[src/rtl/bcd_pkg.sv]
// Shared definitions for the BCD <-> binary conversion blocks.
//   - conversion FSM state encoding
//   - digit range / reverse double-dabble adjustment constants
//   - default DIGITS/BIN_W pair, also used by the binary-to-BCD display path
package bcd_pkg;

  localparam int unsigned DEF_DIGITS = 4;
  localparam int unsigned DEF_BIN_W  = 14;
  localparam int unsigned DEF_CNT_W  = 4;

  localparam logic [3:0] DIGIT_MAX  = 4'd9;
  localparam logic [3:0] ADJ_THRESH = 4'd8;
  localparam logic [3:0] ADJ_SUB    = 4'd3;

  typedef enum logic [1:0] {
    IDLE   = 2'd0,
    SHIFT  = 2'd1,
    FINISH = 2'd2
  } state_t;

  // A nibble above 9 is not a decimal digit.
  function automatic logic digit_invalid(input logic [3:0] d);
    return (d > DIGIT_MAX);
  endfunction

endpackage

[src/rtl/bcd_digit_adj.sv]
// Reverse double-dabble correction for one BCD nibble.
// After a right shift, a nibble that is >= 8 received a bit worth 8 from
// the next-higher digit that should only be worth 5, so 3 is removed.
//   i_digit : nibble after the shift
//   o_digit : corrected nibble (no borrow into neighbouring digits)
module bcd_digit_adj
  import bcd_pkg::*;
(
  input  logic [3:0] i_digit,
  output logic [3:0] o_digit
);

  assign o_digit = (i_digit >= ADJ_THRESH) ? (i_digit - ADJ_SUB) : i_digit;

endmodule

[src/rtl/bcd_to_bin.sv]
// Sequential BCD-to-binary converter (reverse double-dabble).
// One right shift plus per-digit correction per cycle; BIN_W shift cycles
// followed by one FINISH cycle that publishes the result.
//   clk   : system clock, rising edge
//   rst   : asynchronous, active-high reset
//   start : conversion request, sampled only while idle
//   bcd   : packed digits, most significant digit in the top nibble
//   busy  : conversion in progress (registered)
//   done  : one-cycle pulse when bin/err update
//   bin   : converted value, held until the next done
//   err   : input contained a nibble > 9 (bin forced to 0), held with bin
module bcd_to_bin
  import bcd_pkg::*;
#(
  parameter int unsigned DIGITS = DEF_DIGITS,
  parameter int unsigned BIN_W  = DEF_BIN_W,
  parameter int unsigned CNT_W  = DEF_CNT_W
) (
  input  logic                  clk,
  input  logic                  rst,
  input  logic                  start,
  input  logic [4*DIGITS-1:0]   bcd,
  output logic                  busy,
  output logic                  done,
  output logic [BIN_W-1:0]      bin,
  output logic                  err
);

  localparam int unsigned BCD_W = 4 * DIGITS;
  localparam int unsigned SR_W  = BCD_W + BIN_W;

  state_t             r_state;
  logic [CNT_W-1:0]   r_cnt;
  logic [SR_W-1:0]    r_shift;
  logic               r_err_q;
  logic               r_busy;
  logic               r_done;
  logic [BIN_W-1:0]   r_bin;
  logic               r_err;

  state_t             w_state_nxt;
  logic [CNT_W-1:0]   w_cnt_nxt;
  logic [SR_W-1:0]    w_shift_nxt;
  logic               w_err_q_nxt;
  logic               w_busy_nxt;
  logic               w_done_nxt;
  logic [BIN_W-1:0]   w_bin_nxt;
  logic               w_err_nxt;

  logic [SR_W-1:0]    w_t;
  logic [BCD_W-1:0]   w_adj;
  logic [SR_W-1:0]    w_shifted;
  logic               w_bcd_bad;

  // Shift the whole register right; the BCD field then gets corrected per digit.
  assign w_t = r_shift >> 1;

  for (genvar g = 0; g < DIGITS; g++) begin : g_adj
    bcd_digit_adj u_adj (
      .i_digit (w_t[BIN_W + 4*g +: 4]),
      .o_digit (w_adj[4*g +: 4])
    );
  end

  assign w_shifted = {w_adj, w_t[BIN_W-1:0]};

  // Any non-decimal nibble in the request invalidates the whole conversion.
  always_comb begin
    w_bcd_bad = 1'b0;
    for (int unsigned i = 0; i < DIGITS; i++) begin
      w_bcd_bad = w_bcd_bad | digit_invalid(bcd[4*i +: 4]);
    end
  end

  // Next-state and next-register values.
  always_comb begin
    w_state_nxt = r_state;
    w_cnt_nxt   = r_cnt;
    w_shift_nxt = r_shift;
    w_err_q_nxt = r_err_q;
    w_bin_nxt   = r_bin;
    w_err_nxt   = r_err;
    w_done_nxt  = 1'b0;

    case (r_state)
      IDLE: begin
        if (start) begin
          w_shift_nxt = {bcd, {BIN_W{1'b0}}};
          w_cnt_nxt   = '0;
          w_err_q_nxt = w_bcd_bad;
          w_state_nxt = SHIFT;
        end
      end
      SHIFT: begin
        w_shift_nxt = w_shifted;
        w_cnt_nxt   = r_cnt + CNT_W'(1);
        if (r_cnt == CNT_W'(BIN_W - 1)) begin
          w_state_nxt = FINISH;
        end
      end
      FINISH: begin
        w_bin_nxt   = r_err_q ? '0 : r_shift[BIN_W-1:0];
        w_err_nxt   = r_err_q;
        w_done_nxt  = 1'b1;
        w_state_nxt = IDLE;
      end
      default: begin
        w_state_nxt = IDLE;
      end
    endcase

    // busy tracks the state being entered so it is a clean flop output.
    w_busy_nxt = (w_state_nxt != IDLE);
  end

  // State and datapath registers.
  always_ff @(posedge clk or posedge rst) begin
    if (rst) begin
      r_state <= IDLE;
      r_cnt   <= '0;
      r_shift <= '0;
      r_err_q <= 1'b0;
      r_busy  <= 1'b0;
      r_done  <= 1'b0;
      r_bin   <= '0;
      r_err   <= 1'b0;
    end else begin
      r_state <= w_state_nxt;
      r_cnt   <= w_cnt_nxt;
      r_shift <= w_shift_nxt;
      r_err_q <= w_err_q_nxt;
      r_busy  <= w_busy_nxt;
      r_done  <= w_done_nxt;
      r_bin   <= w_bin_nxt;
      r_err   <= w_err_nxt;
    end
  end

  assign busy = r_busy;
  assign done = r_done;
  assign bin  = r_bin;
  assign err  = r_err;

endmodule

[config.mk]
export PLATFORM = sky130hd
export DESIGN_NAME = bcd_to_bin
export DESIGN_NICKNAME = d
export VERILOG_FILES = /design/src/rtl/bcd_pkg.sv /design/src/rtl/bcd_digit_adj.sv /design/src/rtl/bcd_to_bin.sv
export SDC_FILE = /design/constraint.sdc
export NUM_CORES = 1
export LEC_CHECK = 0
export CORE_MARGIN = 2
export CORE_UTILIZATION = 35
export CTS_BUF_LIST = sky130_fd_sc_hd__clkbuf_8 sky130_fd_sc_hd__clkbuf_16
export CTS_CLUSTER_DIAMETER = 100
export CTS_CLUSTER_SIZE = 12
export DETAILED_ROUTE_END_ITERATION = 10
export GPL_TIMING_DRIVEN = 0
export PLACE_DENSITY = 0.58
export SLEW_MARGIN = 0
export SYNTH_ARGS = -nofsm -noshare
export SYNTH_HDL_FRONTEND = slang
export SYNTH_HIERARCHICAL = 1
export SYNTH_SLANG_ARGS = --single-unit
[constraint.sdc]
create_clock -name clk -period 1.9 [get_ports clk]
set_input_delay 0.38 -clock clk [delete_from_list [all_inputs] [get_ports clk]]
set_output_delay 0.38 -clock clk [all_outputs]
set_load 0.02 [all_outputs]
==> metrics.cfg, run 1 <==
[cts]
htreeDepth=2
root_buffer=clkbuf_8
clkSinkCount=54
post_cts_buffers=0
post_cts_resized=0
insertion_delay_ps=320
ctsHoldBuffers=0
clkTransAtPathRegs_ps=100
cts_buffers=5
max-clock-path-buffers=2
cts_tree=done

[sta]
fin_crit_sh=0.8744
rsz0062_at_grt=no
finalCriticalPeriod_ps=1661
hold_viol=0
fin_tns_setup_ps=0
fmax_mhz=601.9
setup_violations=0
drv_slew=0
hold-worst-slack_ps=395.1
clock_skew_ps=4.733

[die]
die-height_um=89.42
coreArea_sq_mm=0.007176
start_util=0.3559
dieArea_sq_mm=0.007996
die_x_um=89.42
pin_count=36
rows=31

[cells_and_area]
final_cells=397
area_growth_pct=23.86
drive_above_1_share=0.08725
postLayoutCoreUtil=0.4408
antenna_cells=0
fin_nets=326

[synth]
synth_cell_types=27
ys_ff_latch=54
syn_inst=250
synth_area_leaders=dfrtp_1 53%, o21ai_0 7.4%, a22o_1 5.5%
synthSimpleGateAreaFrac=0.1293
synthMuxAreaShare=0.01323
syn-cell-area_sq_mm=0.002554
synth_top_family_by_area=compound AO/OA/AOI/OAI gates
synth_xor_area_frac=0.02744
netlist.top_cell.by_area=dfrtp_1
synthAdderAreaFrac=0.04900
synth.avg_cell_area_sq_um=10.21
synth_top_area_frac=0.5292
synth_compound_area_frac=0.2004
ys_seq_area_frac=0.5292
ys_warn_count=6

[power_and_ir_drop]
clkPwrFrac=0.158
seqPwrFrac=0.453
power.total_mw=4.414
internal_power_mw=2.782
p_sw_mw=1.633
peakVddDrop_mv=0.5377
combPwrFrac=0.389
p_per_area_mw_per_mm2=1396
p_sw_frac=0.3699
p_leak_nw=1.382

[global_route]
grt_pass1_vias=1842
grt_pass1_wl_mm=8.576
antenna_found_initial=0
grt_max_degree=34
grtUsageTotal=0.1394
grt_overflow=0

[placed_design]
gp_congestion=0.7310
place_inst=389
hpwlAfterDp_mm=3.593
port_buffers=35

[drt]
wl_met2_mm=2.331
drt-initial-drc-count=76
num_vias=1872
wire_per_inst_um=12.82
post_drt_via_cell_ratio=4.715
dr.pass1.iters=4
postRouteAntennaNets=0
drc_errors=0
highest_layer=met4
wirelength_met1_mm=2.539
met3_length_um=153
routed_wirelength_mm=5.089

[job]
max-cap-violations=0

[setup_path]
worstPathRequired_ps=1520
path_class=register to output pin
end_kind=output pin
cp-start-kind=register
max_stage_delay_ps=600
path_cells=clkdlybuf4s50_1
crit_buf_inv=1
crit_path_top_delay_cell=clkdlybuf4s50_1
path_max_fanout=2
arrival_ps=1280
worst_path_dominant_cell_family=buffers and inverters

[hold_path]
hp-class=primary input to asynchronous set/reset pin

[status]
status=completed

metal layers:
layer  global-route usage  up-vias
li1                     -      946
met1               0.1779      885
met2               0.2337       36
met3              0.02770        5
met4              0.05292        0
met5                    0        -
sequential cells by signal (all words and copies together), names as in the netlist:
register  flops
r_state       2
busy          1
r_err_q       1
done          1
r_cnt         4
err           1
bin          14
r_shift      30
kinds of logic (layout without fill, tap and decap cells):
group / after synthesis / in the layout
AO/OA/AOI/OAI: 79 / 79
XOR/XNOR: 8 / 8
adder cells (fa/ha/maj): 10 / 10
buffers and inverters: 27 / 71
flip-flops: 54 / 54
multiplexers: 3 / 3
other: 1 / 5
AND/OR/NAND/NOR: 68 / 68
area by class of cell:
class                   count  area, sq um
flip-flops and latches     54         1351
plain buffers              14        78.83
fillers                   724         4013
well taps                  99        123.9
repair buffers             36        370.4
inverters                  13        48.80
clock inverters             2        17.52
clock buffers               6        82.58
multi-input cells         173         1090
cells in the mapped netlist:
master,n
a21oi_1,5
xnor2_1,4
nor2_1,3
buf_6,1
a22o_1,16
dfrtp_1,54
conb_1,1
o21ai_0,38
and4_1,1
mux2_2,3
and2b_1,1
a31oi_1,1
nand2_1,36
ha_1,10
nand2b_1,19
nor2b_1,6
a22oi_1,16
o22ai_1,1
inv_1,13
buf_4,2
buf_2,9
o21ai_1,1
o21bai_4,1
nand4_1,1
xor2_1,4
nand3_1,1
clkbuf_1,2
metrics by stage:
stage / worst slack, ps / area (sq um)
after global placement: -832.6 / 3043
after detailed placement: 138.0 / 3063
after floorplan: 205.4 / 2569
after global routing: 177.3 / 3163
final: 238.7 / 3163
after CTS: 220.9 / 3163
cell usage in the layout (no fill, tap or decap):
master / netlist / routed
dfrtp_1: 54 / 54
o21ai_0: 38 / 38
nand2_1: 36 / 36
clkdlybuf4s50_1: 0 / 35
nand2b_1: 19 / 19
a22oi_1: 16 / 16
a22o_1: 16 / 16
inv_1: 13 / 12
ha_1: 10 / 10
buf_2: 9 / 9
nor2b_1: 6 / 6
clkbuf_8: 0 / 6
a21oi_1: 5 / 5
conb_1: 1 / 5
xor2_1: 4 / 4
xnor2_1: 4 / 4
nor2_1: 3 / 3
mux2_2: 3 / 3
clkbuf_1: 2 / 2
buf_4: 2 / 2
clkinv_4: 0 / 2
buf_6: 1 / 1
o21bai_4: 1 / 1
o21ai_1: 1 / 1
o22ai_1: 1 / 1
and2b_1: 1 / 1
nand4_1: 1 / 1
inv_2: 0 / 1
and4_1: 1 / 1
a31oi_1: 1 / 1
nand3_1: 1 / 1
buf_12: 0 / 1
worst paths after layout:
| kind | startpoint | end | slack [ps] | cells after the start |
|---|---|---|---|---|
| max | bin[12]$_DFFE_PP0P_ | bin[12] | 240 | 1 |
| min | rst | bin[6]$_DFFE_PP0P_ | 400 | 2 |
| min in group clk | bin[3]$_DFFE_PP0P_ | bin[3]$_DFFE_PP0P_ | 480 | 2 |
| min reg2reg | bin[3]$_DFFE_PP0P_ | bin[3]$_DFFE_PP0P_ | 480 | 2 |
| max in group asynchronous | rst | r_state[1]$_DFF_PP0_ | 960 | 3 |
| max reg2reg | r_shift[19]$_DFFE_PP0P_ | r_shift[19]$_DFFE_PP0P_ | 570 | 6 |
power by group through the flow:
stage,sequential [mW],clock (mW),combinational (mW)
global placement,2.01,0,1.69
global route,2.06,0.756,1.97
floorplan,1.96,0,1.31
detailed placement,2.02,0,1.74
CTS,2.00,0.722,1.74
finish,2.00,0.698,1.72
Note: power is estimated with default switching activity, not from simulation.
==> run 2: changes to the inputs <==
GPL_ROUTABILITY_DRIVEN = 0   (was unset)
==> results of run 2 <==
No change in the layout: final DEF, timing and power equal those of run 1.
==> variant (settings of run 2) <==
`r_shift` no longer has a reset.
--- a/src/rtl/bcd_to_bin.sv
+++ b/src/rtl/bcd_to_bin.sv
@@ -119,5 +119,4 @@
       r_state <= IDLE;
       r_cnt   <= '0;
-      r_shift <= '0;
       r_err_q <= 1'b0;
       r_busy  <= 1'b0;
@@ -128,5 +127,4 @@
       r_state <= w_state_nxt;
       r_cnt   <= w_cnt_nxt;
-      r_shift <= w_shift_nxt;
       r_err_q <= w_err_q_nxt;
       r_busy  <= w_busy_nxt;
@@ -135,4 +133,8 @@
       r_err   <= w_err_nxt;
     end
+  end
+
+  always_ff @(posedge clk) begin
+    r_shift <= w_shift_nxt;
   end
 
Behaviour: same outputs for any inputs over 10 cycles, from zero or initial values and one cycle with rst high; that may be too few to reach the edited logic, so the function may still have changed.
==> variant against run 2 <==
  * Total power increased by 12%
  * Synthesized area increased by 2.6%
  * Cell area increased by 2.1%
  * Worst setup slack worse by 0.083 ns
  * Sequential cell count unchanged
  * Final cell count fell by 9.8%
  * Clock power grew 3%
  * Routed wire length down 15%
  * Combinational power is 16% higher
  * Non-clock buffer count shrank 8
  * Sequential share of layout area grew 3.8 points
  * Largest cell class unchanged
==> variant: results (changes against run 2) <==
- The met2 global-route usage came to 17.0% (-6.4 points).
- The multiplexer share of the synthesized area was 10.9% (+9.6 points).
- The endpoint arrival time on the critical path was 1.69 ns (+0.41 ns).
- The global-route wire length before repair came to 7.31 mm (-15%).
- By area the synthesized netlist is led by sky130_fd_sc_hd__edfxtp_1 34%, sky130_fd_sc_hd__dfrtp_1 23%, sky130_fd_sc_hd__mux2_4 9.2%.
- The post-synthesis share of cell area spent on xor and xnor gates came to 2.67% (-0.071 points).
* Via count of the first global-routing pass: 1490 (-19%)
- The peak supply drop is 746 µV (+39%).
- Share of the synthesized area in compound gates (AO/OA/AOI/OAI): 6.25% (-14 points)
- The worst setup skew after layout came to 0.0112 ns (+0.00651 ns).
- The most used flip-flop cell after synthesis is sky130_fd_sc_hd__edfxtp_1.
- Via Count: 1558 (-17%)
- Max FFs per register: 30 (unchanged)
- Switch share: 31.2% (-5.8 points)
- The violation count after the first detailed-route iteration is 85 (+12%).
- Run status: finished clean
* Portion of the post-synthesis area used by sequential elements: 57.3% (+4.4 points)
- The diode insertion count for antenna repair came to 0 (unchanged).
- After synthesis, the most frequently instantiated cells are 30 x sky130_fd_sc_hd__edfxtp_1, 24 x sky130_fd_sc_hd__dfrtp_1, 23 x sky130_fd_sc_hd__o21ai_0, 19 x sky130_fd_sc_hd__nand2b_1, 18 x sky130_fd_sc_hd__nand2_1.
- The met1 wire length is 2.19 mm (-14%).
* Static leakage power: 1.38 nW (about the same)
* Worst min-delay path class: flip-flop to flip-flop
* WL/cell: 12.0 µm (-6.1%)
- The met3 usage in global routing was 2.75% (-0.015 points).
* Post-layout nets: 287 (-12%)
* Maximum number of pins on one net before global-route repair: 25 (-26%)
- The amount of wire on met2 after detailed routing is 1.90 mm (-18%).
- Fill cell count: 697 (-3.7%)
* Post-detail-place hpwl: 3.02 mm (-16%)
- Largest fanout on the critical path: 16 (+14)
- Count of cell types in the netlist: 29 (+7.4%)
- Number of input and output port buffers inserted: 35 (unchanged)
- Overall routing resource usage: 11.0% (-3.0 points)
- Number of enable-type register cells in the synthesized netlist: 30 (+30)
- Clock root buffer: sky130_fd_sc_hd__clkbuf_8
- In this run the tightest slew margin relative to its limit is 36.7%.
- Share of layout cells above drive strength 1: 14.3% (+5.6 points)
* Met3 wire length: 196 µm (+28%)
- The adder and majority gate portion of the synthesized area was 4.77% (-0.13 points).
- Met1 GRT Util: 15.5% (-2.3 points)
- The share of synthesized flip-flops with an asynchronous set or reset is 44.4% (-56 points).
- Cts bufs inserted: 5 (unchanged)
- Clock latency on the worst-skew pair, taken at its later pin, is 0.31 ns.
==> variant: cell types whose count changed after synthesis, sizes merged, moves of 2 or more <==
cell	before	now
dfrtp	54	24
edfxtp	0	30
nand2	36	18
mux2	3	20
a22oi	16	0
o21ai	39	23
and2	0	15
a22o	16	2
buf	12	5
nor2	3	5
==> variant: logic make-up (layout without fill, tap and decap cells) <==
| kind of cell | count (synthesis) | after routing |
|---|---|---|
| fa+ha+maj | 10 | 10 |
| simple gates | 67 | 67 |
| xor+xnor | 8 | 8 |
| other cells | 1 | 5 |
| compound gates | 31 | 31 |
| flops | 54 | 54 |
| buf+inv | 20 | 64 |
| mux | 20 | 20 |
==> variant: repair_timing <==
action | CTS | global route
gates resized for setup | 2 | 0
endpoints found under the hold margin | 0 | 0
setup endpoints to repair | 32 | 0
setup buffers | 0 | 0
hold buffers | 0 | 0
==> variant: cell type report <==
cell class / instances / area share, %
flip-flops and latches: 54 / 46.5
multi-input cells: 141 / 32.1
inverters: 13 / 1.63
repair buffers: 35 / 10.9
well taps: 99 / 3.84
plain buffers: 7 / 1.55
clock buffers: 6 / 2.91
repair inverters: 1 / 0.233
clock inverters: 2 / 0.388
==> variant: final timing paths <==
kind / start / end / slack [ns] / cells after the start
setup / recovery: start / r_shift[0]$_SDFFCE_PN0P_ / 0.16 / 4
hold / removal: bin[3]$_DFFE_PP0P_ / bin[3]$_DFFE_PP0P_ / 0.48 / 2
setup reg to reg: r_state[1]$_DFF_PP0_ / r_shift[0]$_SDFFCE_PN0P_ / 0.24 / 2
hold reg to reg: bin[3]$_DFFE_PP0P_ / bin[3]$_DFFE_PP0P_ / 0.48 / 2
max in group asynchronous: rst / r_state[0]$_DFF_PP0_ / 0.73 / 2
min in group asynchronous: rst / done$_DFF_PP0_ / 0.58 / 2
==> variant: worst max-delay path, stage by stage <==
cell and delay, ns:
sky130_fd_sc_hd__clkdlybuf4s50_1 0.46, sky130_fd_sc_hd__nor2_1 0.10, sky130_fd_sc_hd__or2_1 0.30, sky130_fd_sc_hd__clkinvlp_4 0.44
==> variant: stage by stage <==
step / util (%) / cells / setup WS [ns] / area, µm²
after CTS: 44.5 / 358 / 0.120 / 3230
final: 44.5 / 358 / 0.155 / 3230
after global routing: 44.5 / 358 / 0.00980 / 3230
after detailed placement: 42.9 / 349 / -0.712 / 3110
after floorplan: - / 215 / 0.146 / 2640
after global placement: 42.9 / 349 / -0.699 / 3110
==> variant: power by group through the flow <==
stage / clock (mW) / sequential (mW) / combinational [mW]
floorplan: 0 / 2.23 / 1.55
global placement: 0 / 2.25 / 1.95
detailed placement: 0 / 2.26 / 2.01
CTS: 0.741 / 2.24 / 2.03
global route: 0.786 / 2.31 / 2.21
finish: 0.716 / 2.23 / 2.00
